--- src/rtl/crt_mm_pkg.sv ---
// Shared definitions for the residue quarter-square LUT matrix-multiply slice:
// sequencer state encoding, default geometry, modulus table and issue tuple.
package crt_mm_pkg;

    // Default geometry: 2x2 matrices, three residue channels sharing one LUT MAC.
    localparam int unsigned DIM_DEF     = 32'd2;
    localparam int unsigned NUM_MOD_DEF = 32'd3;

    // Residue moduli, channel 0 first. The MAC and reconstruct blocks index
    // this table with issue_chan, so its order must match the channel order.
    localparam int unsigned MODULI [NUM_MOD_DEF] = '{32'd7, 32'd15, 32'd16};

    // Sequencer states. Encodings are fixed so that waveforms and any
    // legacy decoders keep reading the same values.
    typedef enum logic [2:0] {
        ST_IDLE       = 3'd0,
        ST_ISSUE      = 3'd1,
        ST_RECON_REQ  = 3'd2,
        ST_RECON_WAIT = 3'd3,
        ST_OUTPUT     = 3'd4,
        ST_FINISH     = 3'd5
    } crt_seq_state_t;

    // One operand tuple handed to the MAC. Field widths cover the largest
    // supported geometry (DIM up to 4, up to 4 channels).
    typedef struct packed {
        logic [1:0] row;
        logic [1:0] col;
        logic [1:0] k;
        logic [1:0] chan;
        logic       first;
        logic       last;
    } crt_issue_t;

endpackage

--- src/rtl/crt_mm_idx_cnt.sv ---
// Nested wrap counter: the inner field counts 0..inner_lim, and each inner wrap
// steps the outer field through 0..outer_lim. Both fields wrap at their limits,
// never at the power of two, so unused encodings are never produced.
// The wrap flags are qualified by advance: they mark the cycle in which the
// wrap actually happens.
module crt_mm_idx_cnt #(
    parameter int unsigned IN_W  = 32'd2,
    parameter int unsigned OUT_W = 32'd2
) (
    input  logic             clk,
    input  logic             rst,
    input  logic             clear,
    input  logic             advance,
    input  logic [IN_W-1:0]  inner_lim,
    input  logic [OUT_W-1:0] outer_lim,
    output logic [IN_W-1:0]  inner,
    output logic [OUT_W-1:0] outer,
    output logic             inner_wrap,
    output logic             final_wrap
);

    logic [IN_W-1:0]  inner_r;
    logic [IN_W-1:0]  inner_nxt_s;
    logic [OUT_W-1:0] outer_r;
    logic [OUT_W-1:0] outer_nxt_s;

    assign inner_wrap = advance & (inner_r == inner_lim);
    assign final_wrap = inner_wrap & (outer_r == outer_lim);
    assign inner      = inner_r;
    assign outer      = outer_r;

    // Next-count logic: clear beats advance; otherwise hold.
    always_comb begin
        inner_nxt_s = inner_r;
        outer_nxt_s = outer_r;
        if (clear) begin
            inner_nxt_s = '0;
            outer_nxt_s = '0;
        end else if (advance) begin
            if (inner_wrap) begin
                inner_nxt_s = '0;
                if (outer_r == outer_lim) begin
                    outer_nxt_s = '0;
                end else begin
                    outer_nxt_s = outer_r + OUT_W'(1'b1);
                end
            end else begin
                inner_nxt_s = inner_r + IN_W'(1'b1);
                outer_nxt_s = outer_r;
            end
        end else begin
            inner_nxt_s = inner_r;
            outer_nxt_s = outer_r;
        end
    end

    // Counter registers.
    always_ff @(posedge clk) begin
        if (rst) begin
            inner_r <= '0;
            outer_r <= '0;
        end else begin
            inner_r <= inner_nxt_s;
            outer_r <= outer_nxt_s;
        end
    end

endmodule

--- src/rtl/crt_mm_seq.sv ---
// Sequencer for the residue LUT matrix multiply. For every output element
// (row-major) it issues DIM reduction steps for each residue channel
// (chan-major, k-minor), requests CRT reconstruction, waits for the result and
// presents the element index downstream. All control outputs are registered
// from the next-state value, so they change exactly with the state.
module crt_mm_seq
    import crt_mm_pkg::*;
#(
    parameter int unsigned DIM     = DIM_DEF,
    parameter int unsigned NUM_MOD = NUM_MOD_DEF,
    parameter int unsigned IDX_W   = 32'd2,
    parameter int unsigned CH_W    = 32'd2
) (
    input  logic             clk,
    input  logic             rst,
    input  logic             start,
    input  logic             abort,
    output logic             busy,
    output logic             done,
    output logic             issue_valid,
    input  logic             issue_ready,
    output logic [IDX_W-1:0] issue_row,
    output logic [IDX_W-1:0] issue_col,
    output logic [IDX_W-1:0] issue_k,
    output logic [CH_W-1:0]  issue_chan,
    output logic             issue_first,
    output logic             issue_last,
    output logic             recon_start,
    input  logic             recon_done,
    output logic             out_valid,
    input  logic             out_ready,
    output logic [IDX_W-1:0] out_row,
    output logic [IDX_W-1:0] out_col
);

    localparam logic [IDX_W-1:0] IDX_LIM = IDX_W'(DIM - 32'd1);
    localparam logic [CH_W-1:0]  CH_LIM  = CH_W'(NUM_MOD - 32'd1);

    crt_seq_state_t   state_r;
    crt_seq_state_t   state_nxt_s;

    logic             issue_hs_s;
    logic             out_hs_s;
    logic             clr_s;

    logic [IDX_W-1:0] k_s;
    logic [CH_W-1:0]  chan_s;
    logic [IDX_W-1:0] i_s;
    logic [IDX_W-1:0] j_s;
    logic             k_wrap_s;
    logic             kc_final_s;
    logic             j_wrap_s;
    logic             ij_final_s;

    logic             k_zero_nxt_s;
    logic             k_last_nxt_s;

    logic             busy_r;
    logic             done_r;
    logic             issue_valid_r;
    logic             issue_first_r;
    logic             issue_last_r;
    logic             recon_start_r;
    logic             out_valid_r;

    // Handshakes are void in an abort cycle so the counters never step then.
    assign issue_hs_s = (state_r == ST_ISSUE) & issue_ready & ~abort;
    assign out_hs_s   = (state_r == ST_OUTPUT) & out_ready & ~abort;
    assign clr_s      = abort | ((state_r == ST_IDLE) & start);

    // k (inner) / channel (outer): one step per accepted operand tuple.
    crt_mm_idx_cnt #(
        .IN_W  (IDX_W),
        .OUT_W (CH_W)
    ) u_kc_cnt (
        .clk        (clk),
        .rst        (rst),
        .clear      (clr_s),
        .advance    (issue_hs_s),
        .inner_lim  (IDX_LIM),
        .outer_lim  (CH_LIM),
        .inner      (k_s),
        .outer      (chan_s),
        .inner_wrap (k_wrap_s),
        .final_wrap (kc_final_s)
    );

    // Column j (inner) / row i (outer): one step per accepted output element.
    crt_mm_idx_cnt #(
        .IN_W  (IDX_W),
        .OUT_W (IDX_W)
    ) u_ij_cnt (
        .clk        (clk),
        .rst        (rst),
        .clear      (clr_s),
        .advance    (out_hs_s),
        .inner_lim  (IDX_LIM),
        .outer_lim  (IDX_LIM),
        .inner      (j_s),
        .outer      (i_s),
        .inner_wrap (j_wrap_s),
        .final_wrap (ij_final_s)
    );

    // Look-ahead of k so issue_first/issue_last can be registered with the tuple.
    always_comb begin
        k_zero_nxt_s = 1'b0;
        k_last_nxt_s = 1'b0;
        if (clr_s) begin
            k_zero_nxt_s = 1'b1;
            k_last_nxt_s = (IDX_LIM == '0);
        end else if (issue_hs_s) begin
            k_zero_nxt_s = k_wrap_s;
            k_last_nxt_s = ~k_wrap_s & ((k_s + IDX_W'(1'b1)) == IDX_LIM);
        end else begin
            k_zero_nxt_s = (k_s == '0);
            k_last_nxt_s = (k_s == IDX_LIM);
        end
    end

    // Next-state logic; abort overrides everything except rst.
    always_comb begin
        state_nxt_s = state_r;
        if (abort) begin
            state_nxt_s = ST_IDLE;
        end else begin
            case (state_r)
                ST_IDLE: begin
                    if (start) begin
                        state_nxt_s = ST_ISSUE;
                    end else begin
                        state_nxt_s = ST_IDLE;
                    end
                end
                ST_ISSUE: begin
                    if (kc_final_s) begin
                        state_nxt_s = ST_RECON_REQ;
                    end else begin
                        state_nxt_s = ST_ISSUE;
                    end
                end
                ST_RECON_REQ: begin
                    // recon_done seen here belongs to no request of ours.
                    state_nxt_s = ST_RECON_WAIT;
                end
                ST_RECON_WAIT: begin
                    if (recon_done) begin
                        state_nxt_s = ST_OUTPUT;
                    end else begin
                        state_nxt_s = ST_RECON_WAIT;
                    end
                end
                ST_OUTPUT: begin
                    if (out_hs_s) begin
                        // Column wrap with the row at its limit: last element gone.
                        if (j_wrap_s && ij_final_s) begin
                            state_nxt_s = ST_FINISH;
                        end else begin
                            state_nxt_s = ST_ISSUE;
                        end
                    end else begin
                        state_nxt_s = ST_OUTPUT;
                    end
                end
                ST_FINISH: begin
                    state_nxt_s = ST_IDLE;
                end
                default: begin
                    state_nxt_s = ST_IDLE;
                end
            endcase
        end
    end

    // State and registered control outputs, all decoded from the next state.
    always_ff @(posedge clk) begin
        if (rst) begin
            state_r       <= ST_IDLE;
            busy_r        <= 1'b0;
            done_r        <= 1'b0;
            issue_valid_r <= 1'b0;
            issue_first_r <= 1'b0;
            issue_last_r  <= 1'b0;
            recon_start_r <= 1'b0;
            out_valid_r   <= 1'b0;
        end else begin
            state_r       <= state_nxt_s;
            busy_r        <= (state_nxt_s != ST_IDLE);
            done_r        <= (state_nxt_s == ST_FINISH);
            issue_valid_r <= (state_nxt_s == ST_ISSUE);
            issue_first_r <= (state_nxt_s == ST_ISSUE) & k_zero_nxt_s;
            issue_last_r  <= (state_nxt_s == ST_ISSUE) & k_last_nxt_s;
            recon_start_r <= (state_nxt_s == ST_RECON_REQ);
            out_valid_r   <= (state_nxt_s == ST_OUTPUT);
        end
    end

    assign busy        = busy_r;
    assign done        = done_r;
    assign issue_valid = issue_valid_r;
    assign issue_first = issue_first_r;
    assign issue_last  = issue_last_r;
    assign recon_start = recon_start_r;
    assign out_valid   = out_valid_r;
    assign issue_row   = i_s;
    assign issue_col   = j_s;
    assign issue_k     = k_s;
    assign issue_chan  = chan_s;
    assign out_row     = i_s;
    assign out_col     = j_s;

endmodule

--- config.mk ---
export PLATFORM = sky130hd
export DESIGN_NAME = crt_mm_seq
export DESIGN_NICKNAME = d
export VERILOG_FILES = /design/src/rtl/crt_mm_pkg.sv /design/src/rtl/crt_mm_idx_cnt.sv /design/src/rtl/crt_mm_seq.sv
export SDC_FILE = /design/constraint.sdc
export NUM_CORES = 1
export LEC_CHECK = 0
export BUFFER_PORTS_ARGS = -buffer_cell sky130_fd_sc_hd__buf_2
export CAP_MARGIN = 30
export CORE_UTILIZATION = 45
export CTS_BUF_LIST = sky130_fd_sc_hd__clkbuf_8
export DETAILED_ROUTE_END_ITERATION = 10
export GPL_TIMING_DRIVEN = 1
export PLACE_DENSITY = 0.81
export SLEW_MARGIN = 25
export SYNTH_ARGS = -nofsm -noshare
export SYNTH_HDL_FRONTEND = slang
export SYNTH_SLANG_ARGS = --single-unit
--- constraint.sdc ---
create_clock -name clk -period 2.2 [get_ports clk]
set_input_delay 0.11 -clock clk [delete_from_list [all_inputs] [get_ports clk]]
set_output_delay 0.11 -clock clk [all_outputs]
set_load 0.05 [all_outputs]
# --- Word-level counts from Yosys, hierarchy flattened ---
# Cells that the tools add are included.
totals:
  ff_bits: 18
  in_bits: 7
  wordCells: 66
classes:
  n_addsub: 4
  eq_ne: 13
  n_mux: 15
  bitwise: 15
  reduce_logical: 7
op_table:
  columns: ["cell", "n"]
  rows:
  - ["$pmux W3 S5", 1]
  - ["$and A1 B1 Y1", 12]
  - ["$mux W3", 4]
  - ["$mux W2", 5]
  - ["$eq A3 B2 Y1 const B", 3]
  - ["$eq A3 B3 Y1 const B", 3]
  - ["$add A2 B1 Y2 const B", 4]
  - ["$eq A2 B1 Y1 const B", 4]
  - ["$eq A3 B1 Y1 const B", 2]
  - ["$mux W1", 5]
  - ["$reduce_and A2 Y1", 2]
  - ["$logic_not A3 Y1", 1]
  - ["$reduce_bool A3 Y1", 1]
  - ["$eq A2 B2 Y1 const B", 1]
  - ["$logic_not A2 Y1", 1]
  - ["$not A1 Y1", 2]
  - ["$reduce_or A2 Y1", 1]
  - ["$logic_and A1 B1 Y1", 1]
  - ["$or A1 B1 Y1", 1]

# --- Depth between registers and ports, before layout ---
logic_depth:
  ltp_word: 12
  depth_mapped: 5
  mapped_depth_nobuf: 5

# --- By module ---
# From an unflattened synthesis, not the netlist that was laid out.
hier_totals:
  cells_unflattened: 125
  area_unflattened_um2: 1046.0
modules_own_cells:
  columns: ["mod", "instances", "cells_each", "area_each_um2", "seq_area_each_um2"]
  rows:
  - ["crt_mm_seq", 1, 63, 535.5, 200.2]
  - ["crt_mm_idx_cnt", 2, 31, 255.2, 80.1]

# --- Worst setup path after synthesis ---
# OpenSTA, ideal clock, no wires.
synth_timing:
  path_kind: "register to register"
  start: "reg u_kc_cnt.inner_r[0], in the netlist u_kc_cnt.inner[0]"
  end: "reg out_valid_r, in the netlist out_valid"
  setup_time_ns: 0.073
  arrival_time_ns: 1.691
  required_ns: 2.127
  setup_slack_ns: 0.436
  path_stages_with_launch: 5
  path_cell_list: "dfxtp_1 > ha_1 > a31oi_4 > o41ai_4 > nor3b_2"
synth_between:
  elab_chain_len: 7
synth_rtl:
  columns: ["item", "line", "source"]
  rows:
  - ["start, declared", "crt_mm_idx_cnt.sv:22", "logic [IN_W-1:0] inner_r;"]
  - ["start signal, assigned", "crt_mm_idx_cnt.sv:63", "inner_r <= inner_nxt_s;"]
  - ["$eq A2 B1 Y1", "crt_mm_idx_cnt.sv:27", "assign inner_wrap = advance & (inner_r == inner_lim);"]
  - ["$and A1 B1 Y1", "crt_mm_idx_cnt.sv:27", null]
  - ["$and A1 B1 Y1", "crt_mm_idx_cnt.sv:28", "assign final_wrap = inner_wrap & (outer_r == outer_lim);"]
  - ["$mux W2", "crt_mm_seq.sv:136", "if (kc_final_s) begin"]
  - ["$pmux W3 S5", "crt_mm_seq.sv:127", "case (state_r)"]
  - ["$mux W3", "crt_mm_seq.sv:124", "if (abort) begin"]
  - ["$eq A3 B3 Y1", "crt_mm_seq.sv:194", "out_valid_r <= (state_nxt_s == ST_OUTPUT);"]
  - ["end signal, assigned", "crt_mm_seq.sv:194", null]
  - ["end, declared", "crt_mm_seq.sv:64", "logic out_valid_r;"]
# No other way between the ends.
# A chain may end at the register's enable or synchronous reset.

# --- Worst setup path after layout ---
layout_timing:
  start: "reg state_r[2]"
  end: "reg issue_last_r, in the netlist issue_last"
layout_between:
  elab_chain_len: 12
  elab_cells_between_ends: 27
layout_rtl:
  columns: ["item", "line", "source"]
  rows:
  - ["start, declared", "crt_mm_seq.sv:39", "crt_seq_state_t state_r;"]
  - ["start signal, assigned", "crt_mm_seq.sv:187", "state_r <= state_nxt_s;"]
  - ["$eq A3 B3 Y1", "crt_mm_seq.sv:68, crt_mm_seq.sv:127", null]
  - ["$and A1 B1 Y1 (2 in a row)", "crt_mm_seq.sv:68", "assign out_hs_s = (state_r == ST_OUTPUT) & out_ready & ~abort;"]
  - ["$and A1 B1 Y1", "crt_mm_idx_cnt.sv:27", null]
  - ["$and A1 B1 Y1", "crt_mm_idx_cnt.sv:28", null]
  - ["$logic_and A1 B1 Y1", "crt_mm_seq.sv:156", "if (j_wrap_s && ij_final_s) begin"]
  - ["$mux W3", "crt_mm_seq.sv:156", null]
  - ["$mux W3", "crt_mm_seq.sv:154", "if (out_hs_s) begin"]
  - ["$pmux W3 S5", "crt_mm_seq.sv:127", null]
  - ["$mux W3", "crt_mm_seq.sv:124", null]
  - ["$eq A3 B1 Y1", "crt_mm_seq.sv:192", "issue_last_r <= (state_nxt_s == ST_ISSUE) & k_last_nxt_s;"]
  - ["$and A1 B1 Y1 *", "crt_mm_seq.sv:192", null]
  - ["end signal, assigned", "crt_mm_seq.sv:192", null]
  - ["end, declared", "crt_mm_seq.sv:62", "logic issue_last_r;"]
# Every way passes the cells marked *; elsewhere a longest branch is shown, timed or not.

==> results.json <==
{
  "status": "finished clean",
  "postCtsHoldBufs": 0,
  "p_seq_share_pct": 50.2,
  "drt_iter0_drc": 16,
  "critPathMaxStageDelay_ns": 0.46,
  "cp_top_family": "compound AO/OA/AOI/OAI gates",
  "cts_resized": 0,
  "setup_viol": 0,
  "fin_tns_setup_ns": 0,
  "cts_made_buffers": 3,
  "area_delta_synth_final_pct": 19.81,
  "htreeDepth": 1,
  "wl_per_cell_um": 12.45,
  "cp.required_ns": 2.33,
  "fmax_ghz": 0.5996,
  "die_y_um": 47.42,
  "yosysWarnings": 0,
  "ys_ff_latch": 18,
  "syn_area_per_cell_um2": 9.571,
  "internal-power_uw": 510.0,
  "gp_congestion": 0.7532,
  "ctsLongestPathBuffers": 2,
  "switching_share_pct": 22.86,
  "drv_slew": 0,
  "ys_seq_area_share_pct": 38.81,
  "cp_max_fo": 8,
  "ys_types": 39,
  "clk_pin_slew_ns": 0.07,
  "via_count": 761,
  "synth_top_area_share_pct": 38.81,
  "synth_nets": 106,
  "cp_slowest_cell": "dfxtp_1",
  "slew_headroom_pct": 68.34,
  "crit_buf_inv": 0,
  "switching_power_uw": 151.1,
  "cts_tree": "done",
  "rows": 16,
  "combinationalPowerShare_pct": 8.6,
  "ant_nets": 0,
  "start_kind": "register",
  "clkLatencyLatePin_ns": 0.25,
  "worst-setup-path-type": "register to register",
  "powerDensity_nw_per_um2": 594.3,
  "totalWireLength_mm": 1.842,
  "post_cts_buffers": 0,
  "crit_path_end_kind": "register",
  "leakage_uw": 0.0004725,
  "dr.pass1.iters": 4,
  "synth_compound_area_share_pct": 15.36,
  "grt_pass1_wl_mm": 2.863,
  "dp_cells": 144,
  "die_area_um2": 2249,
  "synthSimpleGateAreaFrac_pct": 35.58,
  "ir_worst_vdd_v": 0.0003897,
  "grt_max_degree": 11,
  "whs_ns": 0.1205,
  "final_cells": 148,
  "skew_ns": 0.0005508,
  "synthFlopType": "dfxtp_1",
  "syn_inst": 97,
  "cts.sinks": 18,
  "drc": 0,
  "fin_crit_sh_pct": 75.81,
  "fin_crit_ns": 1.668,
  "drv_cap": 0,
  "ys_top_cells_by_area": "dfxtp_1 (39%), nor2_1 (4.0%), nor3b_2 (4.0%)",
  "hpwl_mm": 1.356,
  "finalHoldViolCount": 0,
  "nNetsFinal": 131,
  "port_buffers": 25,
  "synth_edf_count": 0,
  "synth_area_um2": 928.4,
  "initial_core_util_pct": 47.81,
  "cp_data_arrival_time_ns": 1.79,
  "die_x_um": 47.42,
  "viasPerCell": 5.142,
  "rsz0062_at_grt": "no",
  "tightestPinTransition_ns": 0.4733,
  "nFillCells": 178,
  "synth-adder-area-share_pct": 2.695,
  "gr-usage-all-layers_pct": 18.18,
  "p_clk_share_pct": 41.2,
  "grt_pass1_vias": 679,
  "synth_top_family_by_area": "simple AND/OR/NAND/NOR gates",
  "antenna_found_initial": 0,
  "clock-root-buffer": "clkbuf_8",
  "min_path_type": "input port to register",
  "crit_chain": "nor3b_2 -> a21boi_0 -> o21ai_1 -> nor4b_2",
  "io_pins": 26,
  "drive_gt1_share_pct": 33.06,
  "antenna_cells": 0,
  "async_reset_ff_share_pct": 0,
  "yosysTopAreaCell": "dfxtp_1",
  "synthMuxAreaShare_pct": 0,
  "core-area_um2": 1942,
  "synthXorXnorAreaFrac_pct": 1.887,
  "globalRouteOverflowTotal": 0
}
cell usage in the layout, fill, tap and decap left out, types with 2 or more instances in the layout:
master	synthesis	layout
buf_2	0	25
dfxtp_1	18	18
nor2_1	10	10
nand2_1	7	7
inv_1	4	4
a21oi_1	4	4
clkbuf_8	0	4
nor3b_2	3	3
nor2b_1	3	3
nand3b_1	3	3
and3_1	2	2
a21o_1	2	2
a211oi_1	2	2
a21boi_0	2	2
nor4b_2	2	2
nor3b_1	2	2
nand3_1	2	2
nand4b_1	2	2
or3_1	2	2
ha_1	2	2
worst register-to-register path, stage by stage (launching register included):
cell and delay [ns]:
dfxtp_1 0.46, nor3b_2 0.31, a21boi_0 0.33, o21ai_1 0.23
nor4b_2 0.21
layer usage:
metal / vias up / GRT usage (%) / part of all wire [%]
met5: - / 0 / 0
met4: 0 / 10.29 / 2.3
met3: 7 / 2.264 / 3.1
met2: 14 / 29.04 / 48
met1: 351 / 23.67 / 46
li1: 389 / - / -
cells by family (layout without fill, tap and decap cells):
family          Yosys count  in the layout
compound gates           16             16
xor+xnor                  2              2
buf+inv                  10             34
simple gates             49             49
flops                    18             18
fa+ha+maj                 2              2
layout make-up:
type / instances / area [um^2] / area share (%)
Tap cell: 27 / 33.78 / 3.037
Clock buffer: 4 / 55.05 / 4.949
Sequential cell: 18 / 360.3 / 32.40
Timing Repair Buffer: 26 / 132.6 / 11.92
Multi-Input combinational cell: 69 / 515.5 / 46.34
Inverter: 4 / 15.01 / 1.350
sequential cells by signal, indices dropped and copies added, names as in the netlist:
name and count:
u_kc_cnt.outer 2, u_ij_cnt.inner 2, issue_last 1, out_valid 1
u_kc_cnt.inner 2, u_ij_cnt.outer 2, recon_start 1, busy 1
issue_first 1, issue_valid 1, done 1, state_r 3
worst paths after layout:
check,slack [ns],startpoint,to,cells after the start
hold / removal,0.12,rst,busy,2
hold reg to reg,0.46,u_ij_cnt.outer[1],u_ij_cnt.outer[1],2
setup / recovery,0.53,state_r[2],issue_last,4
setup reg to reg,0.53,state_r[2],issue_last,4
stage by stage:
step | worst slack [ns] | power [uW] | utilization (%) | instance area, um^2
floorplan | 0.4360 | 379.0 | - | 928.4
global placement | 0.6022 | 394.8 | 54.45 | 1057
CTS | 0.5282 | 663.6 | 57.28 | 1112
finish | 0.5322 | 661.1 | 57.28 | 1112
global route | 0.4021 | 683.3 | 57.28 | 1112
detailed placement | 0.5423 | 396.0 | 54.45 | 1057
power groups by stage:
stage          clock (uW)  sequential (uW)  combinational, uW
6_report              272              332               56.9
5_1_grt               290              332               61.6
4_1_cts               275              332               57.2
3_5_place_dp            0              339               56.9
3_3_place_gp            0              339               55.8
2_1_floorplan           0              349               29.9
cell usage after synthesis, types with 2 or more instances:
cell type,n
a211oi_1,2
a21boi_0,2
a21o_1,2
a21oi_1,4
and3_1,2
buf_4,4
clkbuf_1,2
dfxtp_1,18
ha_1,2
inv_1,4
nand2_1,7
nand3_1,2
nand3b_1,3
nand4b_1,2
nor2_1,10
nor2b_1,3
nor3b_1,2
nor3b_2,3
nor4b_2,2
or3_1,2
Power figures use the tool's default switching activity.
